<file path="config.mk">
export PLATFORM = sky130hd
export DESIGN_NAME = sys_array_result_streamer
export DESIGN_NICKNAME = d
export VERILOG_FILES = /design/src/rtl/sys_array_result_streamer.sv
export SDC_FILE = /design/constraint.sdc
export NUM_CORES = 1
export LEC_CHECK = 0
export CAP_MARGIN = 20
export CORE_MARGIN = 3
export CORE_UTILIZATION = 30
export DETAILED_ROUTE_END_ITERATION = 7
export HOLD_SLACK_MARGIN = 0.15
export PLACE_DENSITY_LB_ADDON = 0.3
export SYNTH_ARGS = -nofsm -noshare
export SYNTH_HDL_FRONTEND = slang
export SYNTH_SLANG_ARGS = --single-unit
</file>
<file path="constraint.sdc">
create_clock -name clk -period 20.1 [get_ports clk]
set_input_delay 4.02 -clock clk [delete_from_list [all_inputs] [get_ports clk]]
set_output_delay 4.02 -clock clk [all_outputs]
set_load 0.01 [all_outputs]
</file>
<file path="src/rtl/sys_array_result_streamer.sv">
// sys_array_result_streamer
// Drain side of the systolic array fetcher. A rising edge on comp_ready snapshots
// the ARRAY_A_W x ARRAY_W_L result matrix into an internal buffer. The buffer is
// then streamed out row-major, one signed element per valid/ready handshake.
// in_data layout: element [r][c] occupies bits [(r*ARRAY_W_L+c)*EW +: EW].
module sys_array_result_streamer #(
    parameter int DATA_WIDTH = 8,
    parameter int ARRAY_A_W  = 4,
    parameter int ARRAY_W_L  = 4,
    localparam int EW = 2 * DATA_WIDTH,
    localparam int RW = (ARRAY_A_W > 1) ? $clog2(ARRAY_A_W) : 1,
    localparam int CW = (ARRAY_W_L > 1) ? $clog2(ARRAY_W_L) : 1
) (
    input  logic                                 clk,
    input  logic                                 reset,
    input  logic                                 comp_ready,
    input  logic [ARRAY_A_W*ARRAY_W_L*EW-1:0]    in_data,
    output logic                                 out_valid,
    input  logic                                 out_ready,
    output logic signed [EW-1:0]                 out_data,
    output logic [RW-1:0]                        out_row,
    output logic [CW-1:0]                        out_col,
    output logic                                 out_last,
    output logic                                 busy,
    output logic                                 done,
    output logic                                 overrun
);

    typedef enum logic [1:0] {
        IDLE,
        STREAM,
        DONE
    } state_t;

    state_t             state_reg;
    state_t             state_next;
    logic [RW-1:0]      row_reg;
    logic [RW-1:0]      row_next;
    logic [CW-1:0]      col_reg;
    logic [CW-1:0]      col_next;
    logic               comp_ready_q_reg;
    logic               overrun_reg;
    logic               overrun_set;
    logic               load;
    logic               new_res;
    logic               is_last;
    logic signed [EW-1:0] buf_reg [ARRAY_A_W][ARRAY_W_L];

    // A result is new only on the 0->1 transition of the fetcher's ready level.
    assign new_res = comp_ready & ~comp_ready_q_reg;
    assign is_last = (row_reg == RW'(ARRAY_A_W - 1)) && (col_reg == CW'(ARRAY_W_L - 1));

    // Edge-detect history; resets high so a level already up at release is ignored.
    always_ff @(posedge clk) begin
        if (reset) begin
            comp_ready_q_reg <= 1'b1;
        end else begin
            comp_ready_q_reg <= comp_ready;
        end
    end

    // State, indices and sticky overrun flag.
    always_ff @(posedge clk) begin
        if (reset) begin
            state_reg   <= IDLE;
            row_reg     <= '0;
            col_reg     <= '0;
            overrun_reg <= 1'b0;
        end else begin
            state_reg <= state_next;
            row_reg   <= row_next;
            col_reg   <= col_next;
            if (overrun_set) begin
                overrun_reg <= 1'b1;
            end
        end
    end

    // Snapshot of the whole result matrix; contents are don't-care until loaded.
    always_ff @(posedge clk) begin
        if (load) begin
            for (int r = 0; r < ARRAY_A_W; r++) begin
                for (int c = 0; c < ARRAY_W_L; c++) begin
                    buf_reg[r][c] <= in_data[(r*ARRAY_W_L + c)*EW +: EW];
                end
            end
        end
    end

    // Next-state logic: capture on new result, walk row-major on handshakes.
    always_comb begin
        state_next  = state_reg;
        row_next    = row_reg;
        col_next    = col_reg;
        load        = 1'b0;
        overrun_set = 1'b0;
        case (state_reg)
            IDLE: begin
                if (new_res) begin
                    load       = 1'b1;
                    row_next   = '0;
                    col_next   = '0;
                    state_next = STREAM;
                end
            end
            STREAM: begin
                // A result arriving mid-stream is dropped; the buffer stays intact.
                if (new_res) begin
                    overrun_set = 1'b1;
                end
                if (out_ready) begin
                    if (is_last) begin
                        row_next   = '0;
                        col_next   = '0;
                        state_next = DONE;
                    end else if (col_reg == CW'(ARRAY_W_L - 1)) begin
                        col_next = '0;
                        row_next = row_reg + RW'(1);
                    end else begin
                        col_next = col_reg + CW'(1);
                    end
                end
            end
            DONE: begin
                // A result landing in the DONE cycle starts the next stream directly.
                if (new_res) begin
                    load       = 1'b1;
                    row_next   = '0;
                    col_next   = '0;
                    state_next = STREAM;
                end else begin
                    state_next = IDLE;
                end
            end
            default: begin
                state_next = IDLE;
            end
        endcase
    end

    // Outputs are pure functions of registered state, so they hold while stalled.
    always_comb begin
        out_valid = (state_reg == STREAM);
        busy      = (state_reg == STREAM);
        done      = (state_reg == DONE);
        out_last  = (state_reg == STREAM) && is_last;
        out_row   = row_reg;
        out_col   = col_reg;
        overrun   = overrun_reg;
        out_data  = (state_reg == STREAM) ? buf_reg[row_reg][col_reg] : '0;
    end

endmodule

</file>
==> impl_metrics.json <==
{
  "internal-power_w": 0.000958,
  "ys.flop_type": "edfxtp_1",
  "cp_max_fo": 48,
  "hold_viol": 0,
  "syn_nets": 740,
  "root_buffer": "clkbuf_16",
  "crit_path_end_kind": "primary output",
  "worst_pin_slew_ns": 0.996,
  "drc": 0,
  "ios": 285,
  "setup_viol": 0,
  "row_count": 66,
  "numCtsBuffers": 29,
  "combPwrFrac_pct": 6.5,
  "yosys-top-cells-count": "edfxtp_1, mux4_2, mux2i_1, nor2_1, a221o_1",
  "async_flop_share_pct": 0,
  "grt_max_degree": 109,
  "clockBufferDepth": 3,
  "clkLatencyLatePin_ns": 0.54,
  "yosys_register_bits": 266,
  "cts.sinks": 266,
  "cts_setup_buffers": 0,
  "viasPerCell": 4.58,
  "whs_ns": 0.490,
  "dp_slack_ns": 12.87,
  "power.density_mw_per_mm2": 83.5,
  "yosys.area.top_type_share_pct": 75.3,
  "fill_cells": 2914,
  "cp_data_arrival_time_ns": 3.69,
  "fmax_ghz": 0.130,
  "gr-total-overflow": 0,
  "synth_warnings": 0,
  "report.power.total_w": 0.00120,
  "relSlewSlack_pct": 33.6,
  "cts_hold_buf": 0,
  "setup_tns_ns": 0,
  "place.gp.congestion": 0.764,
  "fin_crit_ns": 7.71,
  "switching_share_pct": 20.1,
  "leakagePower_nw": 4.54,
  "ir_drop_mv": 0.0606,
  "start_util_pct": 30.9,
  "netlist_instances": 478,
  "p_seq_share_pct": 52.7,
  "yosysMostFrequentCell": "edfxtp_1",
  "syn_to_final_growth_pct": 40.8,
  "first_pass_iters": 5,
  "largest_register_ff_count": 256,
  "slew_viol_final": 0,
  "p_clk_share_pct": 40.8,
  "grt_antenna_before_repair": 9,
  "core-area_mm2": 0.0330,
  "syn_area_per_cell_um2": 21.4,
  "avgRoutedWirePerCell_um": 21.4,
  "dieHeight_um": 190,
  "fp.dieArea_mm2": 0.0363,
  "netlist-cell-type-count": 39,
  "ys_top_cells_by_area": "edfxtp_1, mux4_2, mux2i_1",
  "cts_tree": "done",
  "dpl.hpwl_mm": 18.6,
  "grtUsageTotal_pct": 14.3,
  "finalCritPeriodShare_pct": 38.4,
  "synth_edf_count": 256,
  "cp-start-kind": "flop",
  "vias": 5691,
  "nets": 1036,
  "skew_ns": 0.00666,
  "syn_area_mm2": 0.0102,
  "yosys.area.top_type": "edfxtp_1",
  "outcome": "complete, no violations",
  "crit_type": "flop to primary output",
  "switchingPower_w": 0.000241,
  "grt_pass1_wl_mm": 39.0,
  "fp.dieW_um": 190,
  "rsz0062_at_grt": "no",
  "ys_seq_area_share_pct": 77.3,
  "worstPathRequired_ns": 16.08,
  "hold_class": "flop to flop",
  "drive_above_1_share_pct": 13.0,
  "grt_pass1_vias": 6250,
  "drtAntennaViolNets": 0,
  "htreeDepth": 1,
  "drv_cap": 0,
  "portBuffers": 284,
  "routed_wl_mm": 26.6,
  "ctsResizeCount": 0,
  "first_iter_violations": 304,
  "post-route-util_pct": 43.5,
  "setup_ws_ns": 12.39,
  "clkTransAtPathRegs_ns": 0.06
}
## layout make-up
cell class	instances	area (um^2)	share of cell area, %
multi-input cells	185	2140	14.9
repair buffers	289	2880	20.0
inverters	3	18.8	0.131
clock buffers	32	737	5.13
flip-flops and latches	266	7890	54.9
diodes	3	7.51	0.0522
well taps	442	553	3.85
clock inverters	22	144	1.00
## worst paths after layout
kind                                                start                        to  slack (ns)  cells past startpoint
worst min-delay path                 overrun$_SDFFE_PP0P_      overrun$_SDFFE_PP0P_        0.49                      2
worst max-delay path                                 flop               out_data[8]       12.39                      5
worst min register to register       overrun$_SDFFE_PP0P_      overrun$_SDFFE_PP0P_        0.49                      2
worst max register to register  state_reg[0]$_SDFFE_PP0P_  buf_reg[2][51]$_DFFE_PP_       17.30                      3
## per-layer routing
layer | up-vias | wire length [um] | global-route usage [%]
met4 | 10 | 421 | 2.96
met5 | - | 68 | 0
met2 | 244 | 12500 | 23.6
li1 | 2599 | - | -
met1 | 2799 | 10600 | 17.7
met3 | 39 | 2960 | 6.31
## layout by cell type, fill, tap and decap left out, drive strengths merged, types with 4 or more instances in the layout
cell type | Yosys | routed
o21ai | 4 | 4
buf | 19 | 5
edfxtp | 256 | 256
nand3 | 4 | 4
clkdlybuf4s50 | 0 | 284
inv | 3 | 5
mux2 | 6 | 6
a221o | 12 | 12
mux4 | 48 | 48
a22oi | 9 | 9
mux2i | 37 | 37
dfxtp | 10 | 10
clkinv | 0 | 16
nor2 | 24 | 24
a21oi | 5 | 5
clkbuf | 5 | 32
nand2 | 5 | 5
## power by group through the flow
stage	Sequential, W	Clock (W)	Combinational (W)
2_1_floorplan	0.000645	0	0.0000194
3_3_place_gp	0.000643	0	0.0000780
3_5_place_dp	0.000644	0	0.0000786
4_1_cts	0.000632	0.000506	0.0000791
5_1_grt	0.000633	0.000529	0.0000833
6_report	0.000631	0.000490	0.0000780
## cell families after synthesis
group,count (synthesis),share of synthesized area [%]
muxes,91,15.1
and+or+nand+nor,49,2.39
AOI/OAI and AO/OA,43,3.22
DFF,266,77.3
buffers and inverters,27,1.80
adders and majority gates,2,0.245
## critical path, cell delays in order, from the launching register on
cell and delay (ns):
dfxtp_4 0.79, buf_4 0.81, mux4_2 0.60, o2111ai_1 0.18
o21ai_1 0.15, clkdlybuf4s50_1 0.55
## stage by stage
step / std cells / area, um^2
2_1_floorplan: 478 / 10200
3_3_place_gp: 1185 / 13500
3_5_place_dp: 1185 / 13500
4_1_cts: 1239 / 14400
5_1_grt: 1240 / 14400
6_report: 1242 / 14400
Note: power is estimated with default switching activity, not from simulation.
